[src/rtl/sap_control_sequencer.sv]
// SAP-1 control sequencer: 6-state T-state ring plus opcode decode into datapath strobes.
// Optional SAP_SEQ_EARLY_END_EN: return to T1 right after an instruction's last non-empty T-state.
module sap_control_sequencer (
  input  logic       clk,
  input  logic       reset,
  input  logic       run,
  input  logic [3:0] opcode,
  output logic [2:0] tstate,
  output logic       halted,
  output logic       pc_inc,
  output logic       pc_out,
  output logic       mar_load,
  output logic       ram_out,
  output logic       ir_load,
  output logic       ir_out,
  output logic       a_load,
  output logic       a_out,
  output logic       b_load,
  output logic       alu_sub,
  output logic       alu_out,
  output logic       out_load
);

  typedef enum logic [2:0] {
    T1 = 3'd1, T2 = 3'd2, T3 = 3'd3, T4 = 3'd4, T5 = 3'd5, T6 = 3'd6
  } tstate_e;

  localparam logic [3:0] OP_LDA = 4'b0000;
  localparam logic [3:0] OP_ADD = 4'b0001;
  localparam logic [3:0] OP_SUB = 4'b0010;
  localparam logic [3:0] OP_OUT = 4'b1110;
  localparam logic [3:0] OP_HLT = 4'b1111;

  tstate_e r_state;
  tstate_e w_state_next;
  tstate_e w_last_state;
  logic    r_halted;
  logic    w_halted_next;
  logic    w_enable;

  always_ff @(posedge clk) begin
    if (reset) begin
      r_state  <= T1;
      r_halted <= 1'b0;
    end else begin
      r_state  <= w_state_next;
      r_halted <= w_halted_next;
    end
  end

  // Final T-state of the current instruction; only meaningful from T4 on.
  always_comb begin
    w_last_state = T6;
`ifdef SAP_SEQ_EARLY_END_EN
    case (opcode)
      OP_LDA:         w_last_state = T5;
      OP_ADD, OP_SUB: w_last_state = T6;
      OP_HLT:         w_last_state = T6;
      default:        w_last_state = T4;
    endcase
`endif
  end

  always_comb begin
    w_state_next  = r_state;
    w_halted_next = r_halted;
    if (!r_halted && run) begin
      if (r_state == T4 && opcode == OP_HLT) begin
        w_halted_next = 1'b1;
      end else if (r_state == T6 || (r_state >= T4 && r_state == w_last_state)) begin
        w_state_next = T1;
      end else begin
        w_state_next = tstate_e'(r_state + 3'd1);
      end
    end
  end

  assign w_enable = !reset && run && !r_halted;
  assign tstate   = r_state;
  assign halted   = r_halted;

  always_comb begin
    pc_inc   = 1'b0;
    pc_out   = 1'b0;
    mar_load = 1'b0;
    ram_out  = 1'b0;
    ir_load  = 1'b0;
    ir_out   = 1'b0;
    a_load   = 1'b0;
    a_out    = 1'b0;
    b_load   = 1'b0;
    alu_sub  = 1'b0;
    alu_out  = 1'b0;
    out_load = 1'b0;
    if (w_enable) begin
      case (r_state)
        T1: begin
          pc_out   = 1'b1;
          mar_load = 1'b1;
        end
        T2: pc_inc = 1'b1;
        T3: begin
          ram_out = 1'b1;
          ir_load = 1'b1;
        end
        T4: begin
          if (opcode == OP_LDA || opcode == OP_ADD || opcode == OP_SUB) begin
            ir_out   = 1'b1;
            mar_load = 1'b1;
          end else if (opcode == OP_OUT) begin
            a_out    = 1'b1;
            out_load = 1'b1;
          end
        end
        T5: begin
          if (opcode == OP_LDA) begin
            ram_out = 1'b1;
            a_load  = 1'b1;
          end else if (opcode == OP_ADD || opcode == OP_SUB) begin
            ram_out = 1'b1;
            b_load  = 1'b1;
          end
        end
        T6: begin
          if (opcode == OP_ADD || opcode == OP_SUB) begin
            alu_out = 1'b1;
            a_load  = 1'b1;
            alu_sub = (opcode == OP_SUB);
          end
        end
        default: ;
      endcase
    end
  end

endmodule

[config.mk]
export PLATFORM = sky130hd
export DESIGN_NAME = sap_control_sequencer
export DESIGN_NICKNAME = d
export VERILOG_FILES = /design/src/rtl/sap_control_sequencer.sv
export SDC_FILE = /design/constraint.sdc
export NUM_CORES = 1
export LEC_CHECK = 0
export CAP_MARGIN = 5
export CELL_PAD_IN_SITES_DETAIL_PLACEMENT = 1
export CELL_PAD_IN_SITES_GLOBAL_PLACEMENT = 2
export CORE_MARGIN = 3
export CORE_UTILIZATION = 21
export DETAILED_ROUTE_END_ITERATION = 8
export PLACE_DENSITY = 0.81
export SLEW_MARGIN = 10
export SYNTH_ARGS = -nofsm -noshare
export SYNTH_HDL_FRONTEND = slang
export SYNTH_SLANG_ARGS = --single-unit
[constraint.sdc]
create_clock -name clk -period 2.3 [get_ports clk]
set_input_delay 0.46 -clock clk [delete_from_list [all_inputs] [get_ports clk]]
set_output_delay 0.46 -clock clk [all_outputs]
set_load 0.01 [all_outputs]
======== Yosys cells after proc, flatten, opt, wreduce, memory -nomap -nowiden ========
Index checks and enable logic that the tools add are counted.
operators by class
  add/subtract/negate cells ............... 1
  equal/unequal tests ..................... 10
  reduce and logical (&&, ||, !) cells .... 14
  multiplexer cells ....................... 31
  order comparisons ....................... 1
  bitwise logic cells ..................... 1
operators by type and width
  cell                   count
  $mux W1                27
  $eq A3 B3 Y1 const B   3
  $eq A4 B4 Y1 const B   2
  $eq A3 B2 Y1 const B   2
  $pmux W1 S2            3
  $logic_and A1 B1 Y1    5
  $eq A4 B1 Y1 const B   1
  $eq A4 B2 Y1 const B   1
  $logic_not A4 Y1       1
  $logic_or A1 B1 Y1     4
  $reduce_and A2 Y1      2
  $add A3 B1 Y3 const B  1
  $eq A3 B1 Y1 const B   1
  $ge A3 B3 Y1 const B   1
  $mux W3                1
  $logic_not A1 Y1       2
  $not A1 Y1             1
word-level totals
  flip-flop bits (word level) ............. 4
  word-level logic and storage cells ...... 60
  output and inout bits ................... 16

======== Depth between registers and ports, before layout ========
Gate-level depths: netlist of the first run.
  depth in word-level cells ............... 6
  gate-level depth with buffers ........... 5
  depth with buffers taken out ............ 4

======== Worst setup path before layout of the first run ========
Ideal clock, no wire load.
  path type ............................... in2out
  start point ............................. input port reset
  end point ............................... output port out_load
  slack ................................... 345 ps
  data required time ...................... 1,840 ps
  arrival ................................. 1,495 ps
  cell stages on the path ................. 5
  buffers on the path ..................... 2
  cells stage by stage .................... buf_2 -> nor3b_2 -> nand3_1 -> nor3_1 -> buf_4
on the way
  longest elaborated chain between the ends .. 4
ends and longest elaborated chain
  item                              line  text
  start, declared                   5     input logic reset,
  $logic_not A1 Y1                  78    assign w_enable = !reset && run && !r_halted;
  $logic_and A1 B1 Y1 (2 in a row)  78
  $mux W1                           -
  end, declared                     21    output logic out_load
No other way between the ends.

======== Final worst setup path of the first run ========
  start point ............................. input port reset
  end point ............................... output port ir_out
on the way
  longest elaborated chain between the ends .. 4
ends and longest elaborated chain
  item                              line  text
  $logic_not A1 Y1                  78
  $logic_and A1 B1 Y1 (2 in a row)  78
  $mux W1                           95    if (w_enable) begin
  end, declared                     15    output logic ir_out,
No other way between the ends.

==> impl_metrics.ini, run 1 <==
[status]
status = completed

[yosys]
post_synth_num_cell_types = 30
ys_async_sr_fraction_pct = 0
postSynthNetCount = 69
synthMostInstantiatedCell = sky130_fd_sc_hd__nor2_1
post-synth-top-area-fraction_pct = 17.8
yosys-top-cells-area = sky130_fd_sc_hd__dfxtp_1 (18%), sky130_fd_sc_hd__nor2b_4 (6.1%), sky130_fd_sc_hd__nor2b_1 (5.6%), sky130_fd_sc_hd__nor2_1 (5.0%), sky130_fd_sc_hd__a21oi_1 (4.4%)
synth_edf_count = 0
ys_ff_latch = 4
synthesis.area_um2 = 450
avgSynthCellArea_um2 = 7.38
ys_dominant_reg_cell = sky130_fd_sc_hd__dfxtp_1
ys_seq_area_share_pct = 17.8
synth_largest_area_cell = sky130_fd_sc_hd__dfxtp_1
syn_inst = 61
yosys_warnings = 0

[critical_path]
cp_max_fo = 2
timing.critical_path.buf_inv = 4
most_numerous_cell_on_the_critical_path = sky130_fd_sc_hd__buf_4
critical_path_class = in2out
cpPeakStageDelay_ns = 0.47
worstRegToRegCells = 4
crit_path_cells = clkdlybuf4s50_1, nor3b_4, buf_4, nand3_2, buf_4, nor2b_1, buf_2
critical_path.endpoint_type = output port
crit_required_ns = 1.84
critical_path.top_delay_family = buffers and inverters
critPathArrivalTime_ns = 1.77
setup.worst_path.start_class = input pin
critical-path-slowest-cell = sky130_fd_sc_hd__clkdlybuf4s50_1
timing.critical_path.depth = 7

[floorplanning]
fp.dieArea_um2 = 2740
die_w_um = 52.3
dieHeight_um = 52.3
coreArea_um2 = 2000
starting_density_of_the_core_pct = 22.5
floorplan_row_count = 16
io_pins = 23

[sta]
whs_ns = 0.626
period_utilization_post_route_pct = 97.2
slew_viol_final = 0
fin_crit_ns = 2.23
hold_violations_final = 0
fmax_mhz = 447
rsz_0062_raised_after_global_routing = no
setup_viol = 0
finalClockSkew_ns = 0.00336
worst-slew-pin-transition_ns = 0.324
maxSlewHeadroom_pct = 78.3

[clock_network]
tritoncts = done
cts_root_buffer = sky130_fd_sc_hd__clkbuf_4
cts-htree-levels = 1
numClockSinks = 4
cts_hold_buf = 0
cts-buffers-inserted = 3
worst_setup_hold_path_clk_slew_ns = 0.04
insertion_delay_ns = 0.23
max-clock-path-buffers = 2

[routing]
drt_iter0_markers = 2
vias_per_cell = 4.72
detail_route.drc_violations = 0
detail_route.wl_per_cell_um = 14.0
dr_total_vias = 580
drtAntennaViolNets = 0
detailedRoute.firstPassIterationCount = 4
route.final.wire_length_mm = 1.72

[placed_design]
hpwl_mm = 1.36
gp_routability_congestion = 0.751
total_placed_cells_including_tap_cells = 118
place.port_buffers = 22

[grt]
grt_antenna_before_repair = 0
total_grt_overflow = 0
global_route.usage.total_pct = 13.0
grt_pass1_wl_mm = 2.68
first_global_vias = 574
grt_max_degree = 10

[pwr]
total_power_uw = 275
powerDensity_nw_per_um2 = 337
irDropWorstVdd_v = 0.000207
power_leakage_nw = 0.367

[final_layout]
instances_no_fill = 123
register_area_um2 = 80.1
multi_input_comb_area_um2 = 370
design.final.nets = 106
area_growth_syn_to_fin_pct = 81.1
antenna-diode-count = 0
fill_cells = 264
drive_above_1_share_pct = 35.4
utilization_pct = 40.8

[hold_path]
timing.hold.worst.class = reg2reg
worst_hold_path.num_cells = 2

[flow_run]
number_of_maximum_capacitance_constraint_violations = 0
-- worst min-delay path: cells and delay by family (launching register included) --
kind	cells	cell delay, ns
DFF	1	0.39
AOI/OAI and AO/OA	2	0.18
-- sequential cells by signal, summed over array words and instances (netlist names) --
signal,flops
tstate,3
halted,1
-- layer usage --
metal,up-vias,global-route usage [%],wire length [µm]
met5,-,0,0
met4,0,2.55,0
met3,0,2.56,62
met2,11,22.1,871
met1,284,16.9,788
li1,285,-,-
-- where the power goes --
part	leakage [nW]	total [mW]	internal [mW]	switching (mW)
clock network	0.0138	0.0867	0.0583	0.0283
registers	0.0328	0.0817	0.0739	0.00788
logic	0.321	0.107	0.0566	0.0500
total	0.367	0.275	0.189	0.0862
-- final timing paths --
check / startpoint / endpoint / slack (ns)
setup / recovery: reset / ir_out / 0.07
hold / removal: tstate[1] / tstate[1] / 0.63
setup reg to reg: tstate[2] / tstate[2] / 0.93
hold reg to reg: tstate[1] / tstate[1] / 0.63
-- cell usage in the layout, fill, tap and decap left out, types with 2 or more instances in the layout --
| cell | instances |
|---|---|
| sky130_fd_sc_hd__dfxtp_1 | 4 |
| sky130_fd_sc_hd__dlygate4sd2_1 | 5 |
| sky130_fd_sc_hd__a21oi_1 | 4 |
| sky130_fd_sc_hd__o21ai_0 | 2 |
| sky130_fd_sc_hd__a211o_1 | 2 |
| sky130_fd_sc_hd__clkdlybuf4s15_1 | 2 |
| sky130_fd_sc_hd__nand3_1 | 3 |
| sky130_fd_sc_hd__nand2b_1 | 2 |
| sky130_fd_sc_hd__nor2b_4 | 2 |
| sky130_fd_sc_hd__buf_4 | 15 |
| sky130_fd_sc_hd__nor2b_1 | 3 |
| sky130_fd_sc_hd__clkdlybuf4s50_1 | 7 |
| sky130_fd_sc_hd__nand2_1 | 4 |
| sky130_fd_sc_hd__nor2_1 | 6 |
| sky130_fd_sc_hd__buf_2 | 3 |
| sky130_fd_sc_hd__clkbuf_4 | 3 |
| sky130_fd_sc_hd__dlymetal6s2s_1 | 2 |
| sky130_fd_sc_hd__inv_1 | 2 |
| sky130_fd_sc_hd__and2_1 | 2 |
| sky130_fd_sc_hd__clkbuf_2 | 3 |
-- cells by family after synthesis --
logic type                 Yosys count  synth area share, %
and+or+nand+nor                     36                 50.6
AOI/OAI and AO/OA                   12                 17.2
buffers and inverters                7                 9.72
DFF                                  4                 17.8
xor gates and xnor gates             1                 1.94
adders and majority gates            1                 2.78
-- timing repair --
action,in CTS,in global routing
setup buffers,2,0
setup endpoints to repair,12,7
pin swaps,2,0
gates cloned,0,0
resized for setup,27,13
-- through the flow --
step                setup TNS (ns)  setup WS [ns]  instance area [µm²]
global route                     0      0.0000403                  816
finish                           0         0.0653                  816
floorplan                        0          0.345                  450
CTS                        -0.0172        -0.0151                  818
global placement             -2.73         -0.314                  766
detailed placement           -3.22         -0.467                  766
-- area by class of cell --
cell class | count | area share [%]
flip-flops and latches | 4 | 9.82
multi-input cells | 50 | 45.4
clock buffers | 3 | 2.76
repair buffers | 37 | 37.0
well taps | 27 | 4.14
inverters | 2 | 0.920
Note: power is estimated with default switching activity, not from simulation.
==> run 2: changes to the inputs <==
CORE_MARGIN = 1   (was 3)
==> impl_metrics.ini, run 2 (synthesis gave the netlist of run 1 again) <==
[final_layout]
final_area_um2 = 781
drive_above_1_share_pct = 33.3
design.final.nets = 103
largest_register_ffs = 3
antenna-diode-count = 0
layout.cells.most_common_list = sky130_fd_sc_hd__buf_4 (12), sky130_fd_sc_hd__nor2_1 (6), sky130_fd_sc_hd__dlygate4sd2_1 (6), sky130_fd_sc_hd__clkbuf_2 (6), sky130_fd_sc_hd__clkdlybuf4s50_1 (5)
layout_commonest_cell = sky130_fd_sc_hd__buf_4
fill_cells = 249
area_growth_syn_to_fin_pct = 73.3

[clock_network]
max-clock-path-buffers = 2
tritoncts = done
numClockSinks = 4
insertion_delay_ns = 0.24
cts_root_buffer = sky130_fd_sc_hd__clkbuf_4
cts-htree-levels = 1
worst_setup_hold_path_clk_slew_ns = 0.04
cts-buffers-inserted = 3

[floorplanning]
dieHeight_um = 48.3
starting_density_of_the_core_pct = 22.7
coreArea_um2 = 1980
io_pins = 23
die_w_um = 48.3
fp.dieArea_um2 = 2330
floorplan_row_count = 16

[routing]
detailedRoute.firstPassIterationCount = 2
route.final.wire_length_mm = 1.52
detail_route.wl_per_cell_um = 12.7
drtAntennaViolNets = 0
dr_total_vias = 560
detail_route.drc_violations = 0
vias_per_cell = 4.67
drt_iter0_markers = 7

[sta]
fin_crit_ns = 2.19
finalSetupTns_ns = 0
setup_viol = 0
hold_violations_final = 0
whs_ns = 0.622
period_utilization_post_route_pct = 95.3
fmax_mhz = 456
rsz_0062_raised_after_global_routing = no
finalClockSkew_ns = 0.00544
maxSlewHeadroom_pct = 76.8
worst-slew-pin-transition_ns = 0.347
slew_viol_final = 0

[critical_path]
critical_path.top_delay_family = buffers and inverters
critical_path.endpoint_type = output port
critPathArrivalTime_ns = 1.73
crit_required_ns = 1.84
cpPeakStageDelay_ns = 0.46
critical_path_class = in2out
crit_path_cells = clkdlybuf4s50_1, buf_4, nor2b_2, nand3_1, nor2_1, dlygate4sd2_1
setup.worst_path.start_class = input pin
cp_max_fo = 7
critical-path-slowest-cell = sky130_fd_sc_hd__clkdlybuf4s50_1
timing.critical_path.buf_inv = 3

[pwr]
total_power_uw = 274
irDropWorstVdd_v = 0.000202
powerDensity_nw_per_um2 = 351
power_leakage_nw = 0.365

[grt]
grt_pass1_wl_mm = 2.33
grt_max_degree = 9
grt_antenna_before_repair = 0
total_grt_overflow = 0
global_route.usage.total_pct = 12.9
first_global_vias = 531

[placed_design]
gp_routability_congestion = 0.726
hpwl_mm = 1.22
postPlaceCellArea_um2 = 751
place.port_buffers = 22

[status]
status = completed

[flow_run]
number_of_maximum_capacitance_constraint_violations = 0

[hold_path]
timing.hold.worst.class = reg2reg
==> run 2: where the power goes <==
group          switching (mW)  total (mW)  internal [mW]
registers             0.00827      0.0821         0.0738
logic                  0.0466       0.100         0.0534
clock network          0.0330      0.0916         0.0587
total                  0.0878       0.274          0.186
==> run 2: tightest hold or removal path, cell delays in order (launching register included) <==
cell	delay, ns
sky130_fd_sc_hd__dfxtp_1	0.41
sky130_fd_sc_hd__a41oi_1	0.07
sky130_fd_sc_hd__nor2_1	0.10
==> run 2: final cells by class <==
cell class	count	area, µm²	share of cell area, %
flip-flops and latches	4	80.1	10.3
multi-input cells	50	359	46.0
well taps	27	33.8	4.33
inverters	2	7.51	0.962
clock buffers	3	22.5	2.88
repair buffers	34	278	35.6
==> run 2: worst paths after layout <==
path | from | end | slack [ns] | depth (start not counted)
worst min-delay path | halted | halted | 0.62 | 2
worst max register to register | tstate[1] | tstate[2] | 0.89 | 4
worst max-delay path | reset | a_load | 0.11 | 6
worst min register to register | halted | halted | 0.62 | 2
==> run 2: through the flow <==
step / utilization [%] / setup WS (ns) / std cells
after floorplan: - / 0.345 / 61
after global placement: 37.9 / -0.363 / 116
after detailed placement: 37.9 / -0.410 / 116
after CTS: 39.1 / 0.0212 / 119
after global routing: 39.4 / 0.0347 / 120
final: 39.4 / 0.107 / 120
==> run 2: timing repair <==
item	in CTS	in global routing
gates resized for setup	21	18
endpoints found under the setup margin	12	8
hold buffers	0	0
pin swaps	0	2
buffers inserted	0	1
==> run 2: routing by layer <==
layer | GRT usage, % | share of wire [%] | wire (µm)
met4 | 5.88 | 1.6 | 24
met3 | 1.89 | 3.7 | 57
met5 | 0 | 0 | 0
met2 | 22.3 | 50 | 761
met1 | 15.6 | 45 | 681
==> run 3: changes to the inputs <==
SKIP_CTS_REPAIR_TIMING = 1   (was unset)
==> impl_metrics.ini, run 3 (synthesis gave the netlist of run 1 again) <==
[critical_path]
critical_path.endpoint_type = output port
setup.worst_path.start_class = register
worstRegToRegCells = 4
critical_path_class = reg2out
cpPeakStageDelay_ns = 0.52
cp_max_fo = 8
most_numerous_cell_on_the_critical_path = sky130_fd_sc_hd__and2_1
worst_reg_to_reg_setup_slack_ns = 0.89
launch_instance_of_the_worst_register_to_register_path = tstate[1]
critical-path-slowest-cell = sky130_fd_sc_hd__clkdlybuf4s50_1
r2r-end = tstate[2]
crit_path_cells = and2_1, ha_1, and2_1, clkdlybuf4s50_1
crit_required_ns = 1.84
critPathArrivalTime_ns = 1.76

[sta]
slew_viol_final = 0
rsz_0062_raised_after_global_routing = no
fmax_mhz = 450
fin_crit_ns = 2.22
period_utilization_post_route_pct = 96.7
finalClockSkew_ns = 0.00724
hold_violations_final = 0
worst-slew-pin-transition_ns = 0.345
finalWorstSetupSlack_ns = 0.0770
setup_viol = 0
maxSlewHeadroom_pct = 76.9

[clock_network]
numClockSinks = 4
cts-buffers-inserted = 3
max-clock-path-buffers = 2
tritoncts = done
worst_setup_hold_path_clk_slew_ns = 0.04
cts_root_buffer = sky130_fd_sc_hd__clkbuf_4
cts-htree-levels = 1
insertion_delay_ns = 0.24

[final_layout]
area_growth_syn_to_fin_pct = 87.8
antenna-diode-count = 0
fill_cells = 239
layout.cells.most_common_list = sky130_fd_sc_hd__dlymetal6s2s_1 (15), sky130_fd_sc_hd__buf_4 (12), sky130_fd_sc_hd__nor2_1 (6), sky130_fd_sc_hd__clkdlybuf4s50_1 (6)
layout_commonest_cell = sky130_fd_sc_hd__dlymetal6s2s_1
largest_register_ffs = 3
design.final.nets = 103
drive_above_1_share_pct = 26.9

[grt]
grt_antenna_before_repair = 0
first_global_vias = 526
grt_pass1_wl_mm = 2.26
global_route.usage.total_pct = 12.5
grt_max_degree = 9
total_grt_overflow = 0

[hold_path]
holdCritStartpoint = halted
hold-path-endpoint = halted
worst_hold_path.num_cells = 2
timing.hold.worst.class = reg2reg

[routing]
dr_total_vias = 570
detailedRoute.firstPassIterationCount = 2
drtAntennaViolNets = 0
drt_iter0_markers = 7
route.final.wire_length_mm = 1.60
detail_route.drc_violations = 0
detail_route.wl_per_cell_um = 13.3
vias_per_cell = 4.75

[floorplanning]
fp.dieArea_um2 = 2330
io_pins = 23
starting_density_of_the_core_pct = 22.7
floorplan_row_count = 16
die_w_um = 48.3
dieHeight_um = 48.3
coreArea_um2 = 1980

[pwr]
irDropWorstVdd_v = 0.000201
total_power_uw = 277
powerDensity_nw_per_um2 = 327
power_leakage_nw = 0.519

[placed_design]
hpwl_mm = 1.22
gp_routability_congestion = 0.726
place.port_buffers = 22
detailedPlace.worstSlack_ns = -0.410

[status]
status = completed

[flow_run]
number_of_maximum_capacitance_constraint_violations = 0
run 3: changes by cell type in the layout (fill, tap and decap cells not counted):
| cell | before | now |
|---|---|---|
| sky130_fd_sc_hd__clkbuf_2 | 6 | 0 |
| sky130_fd_sc_hd__clkdlybuf4s50_1 | 5 | 6 |
| sky130_fd_sc_hd__dlygate4sd2_1 | 6 | 0 |
| sky130_fd_sc_hd__dlymetal6s2s_1 | 4 | 15 |
| sky130_fd_sc_hd__nor4_1 | 2 | 1 |
| sky130_fd_sc_hd__nor4_2 | 0 | 1 |
| sky130_fd_sc_hd__nor4b_1 | 0 | 1 |
| sky130_fd_sc_hd__nor4b_2 | 1 | 0 |
run 3: through the flow:
stage	area (µm²)	TNS (ns)	utilization, %	hold slack (ns)	std cells
2_1_floorplan	450	0	-	0.581	61
3_3_place_gp	751	-2.90	37.9	0.554	116
3_5_place_dp	751	-3.15	37.9	0.581	116
4_1_cts	773	-3.24	39.0	0.591	119
5_1_grt	846	0	42.7	0.677	120
6_report	846	0	42.7	0.637	120
run 3: metal layers:
metal  vias up  GRT usage (%)  share of wire (%)
li1        279              -                  -
met1       275           15.0                 44
met2        13           21.6                 51
met3         3           1.89                3.9
met4         0           5.88                1.5
met5         -              0                  0
run 3: worst max path at each step:
stage | start | endpoint | slack [ns] | depth (start not counted)
6_report | tstate[1] | ir_load | 0.08 | 4
3_5_place_dp | run | out_load | -0.41 | 5
3_3_place_gp | run | out_load | -0.36 | 5
2_1_floorplan | reset | out_load | 0.35 | 5
4_1_cts | run | out_load | -0.41 | 5
5_1_grt | tstate[0] | pc_out | 0.01 | 4
run 3: final cells by class:
type	count	area [µm²]	share of cell area [%]
well taps	27	33.8	3.99
inverters	2	7.51	0.888
multi-input cells	50	359	42.5
repair buffers	34	343	40.5
clock buffers	3	22.5	2.66
flip-flops and latches	4	80.1	9.47
run 3: worst max-delay path, delay by kind of cell (launching register included):
family                     cells  cell delay, ns
and+or+nand+nor                2            0.32
adders and majority gates      1            0.17
DFF                            1            0.51
buffers and inverters          1            0.52
run 3: power breakdown:
group          internal [mW]  switching [mW]  total (mW)
Sequential            0.0738         0.00820      0.0820
Combinational         0.0549          0.0473       0.102
Clock                 0.0587          0.0338      0.0925
Total                  0.187          0.0893       0.277
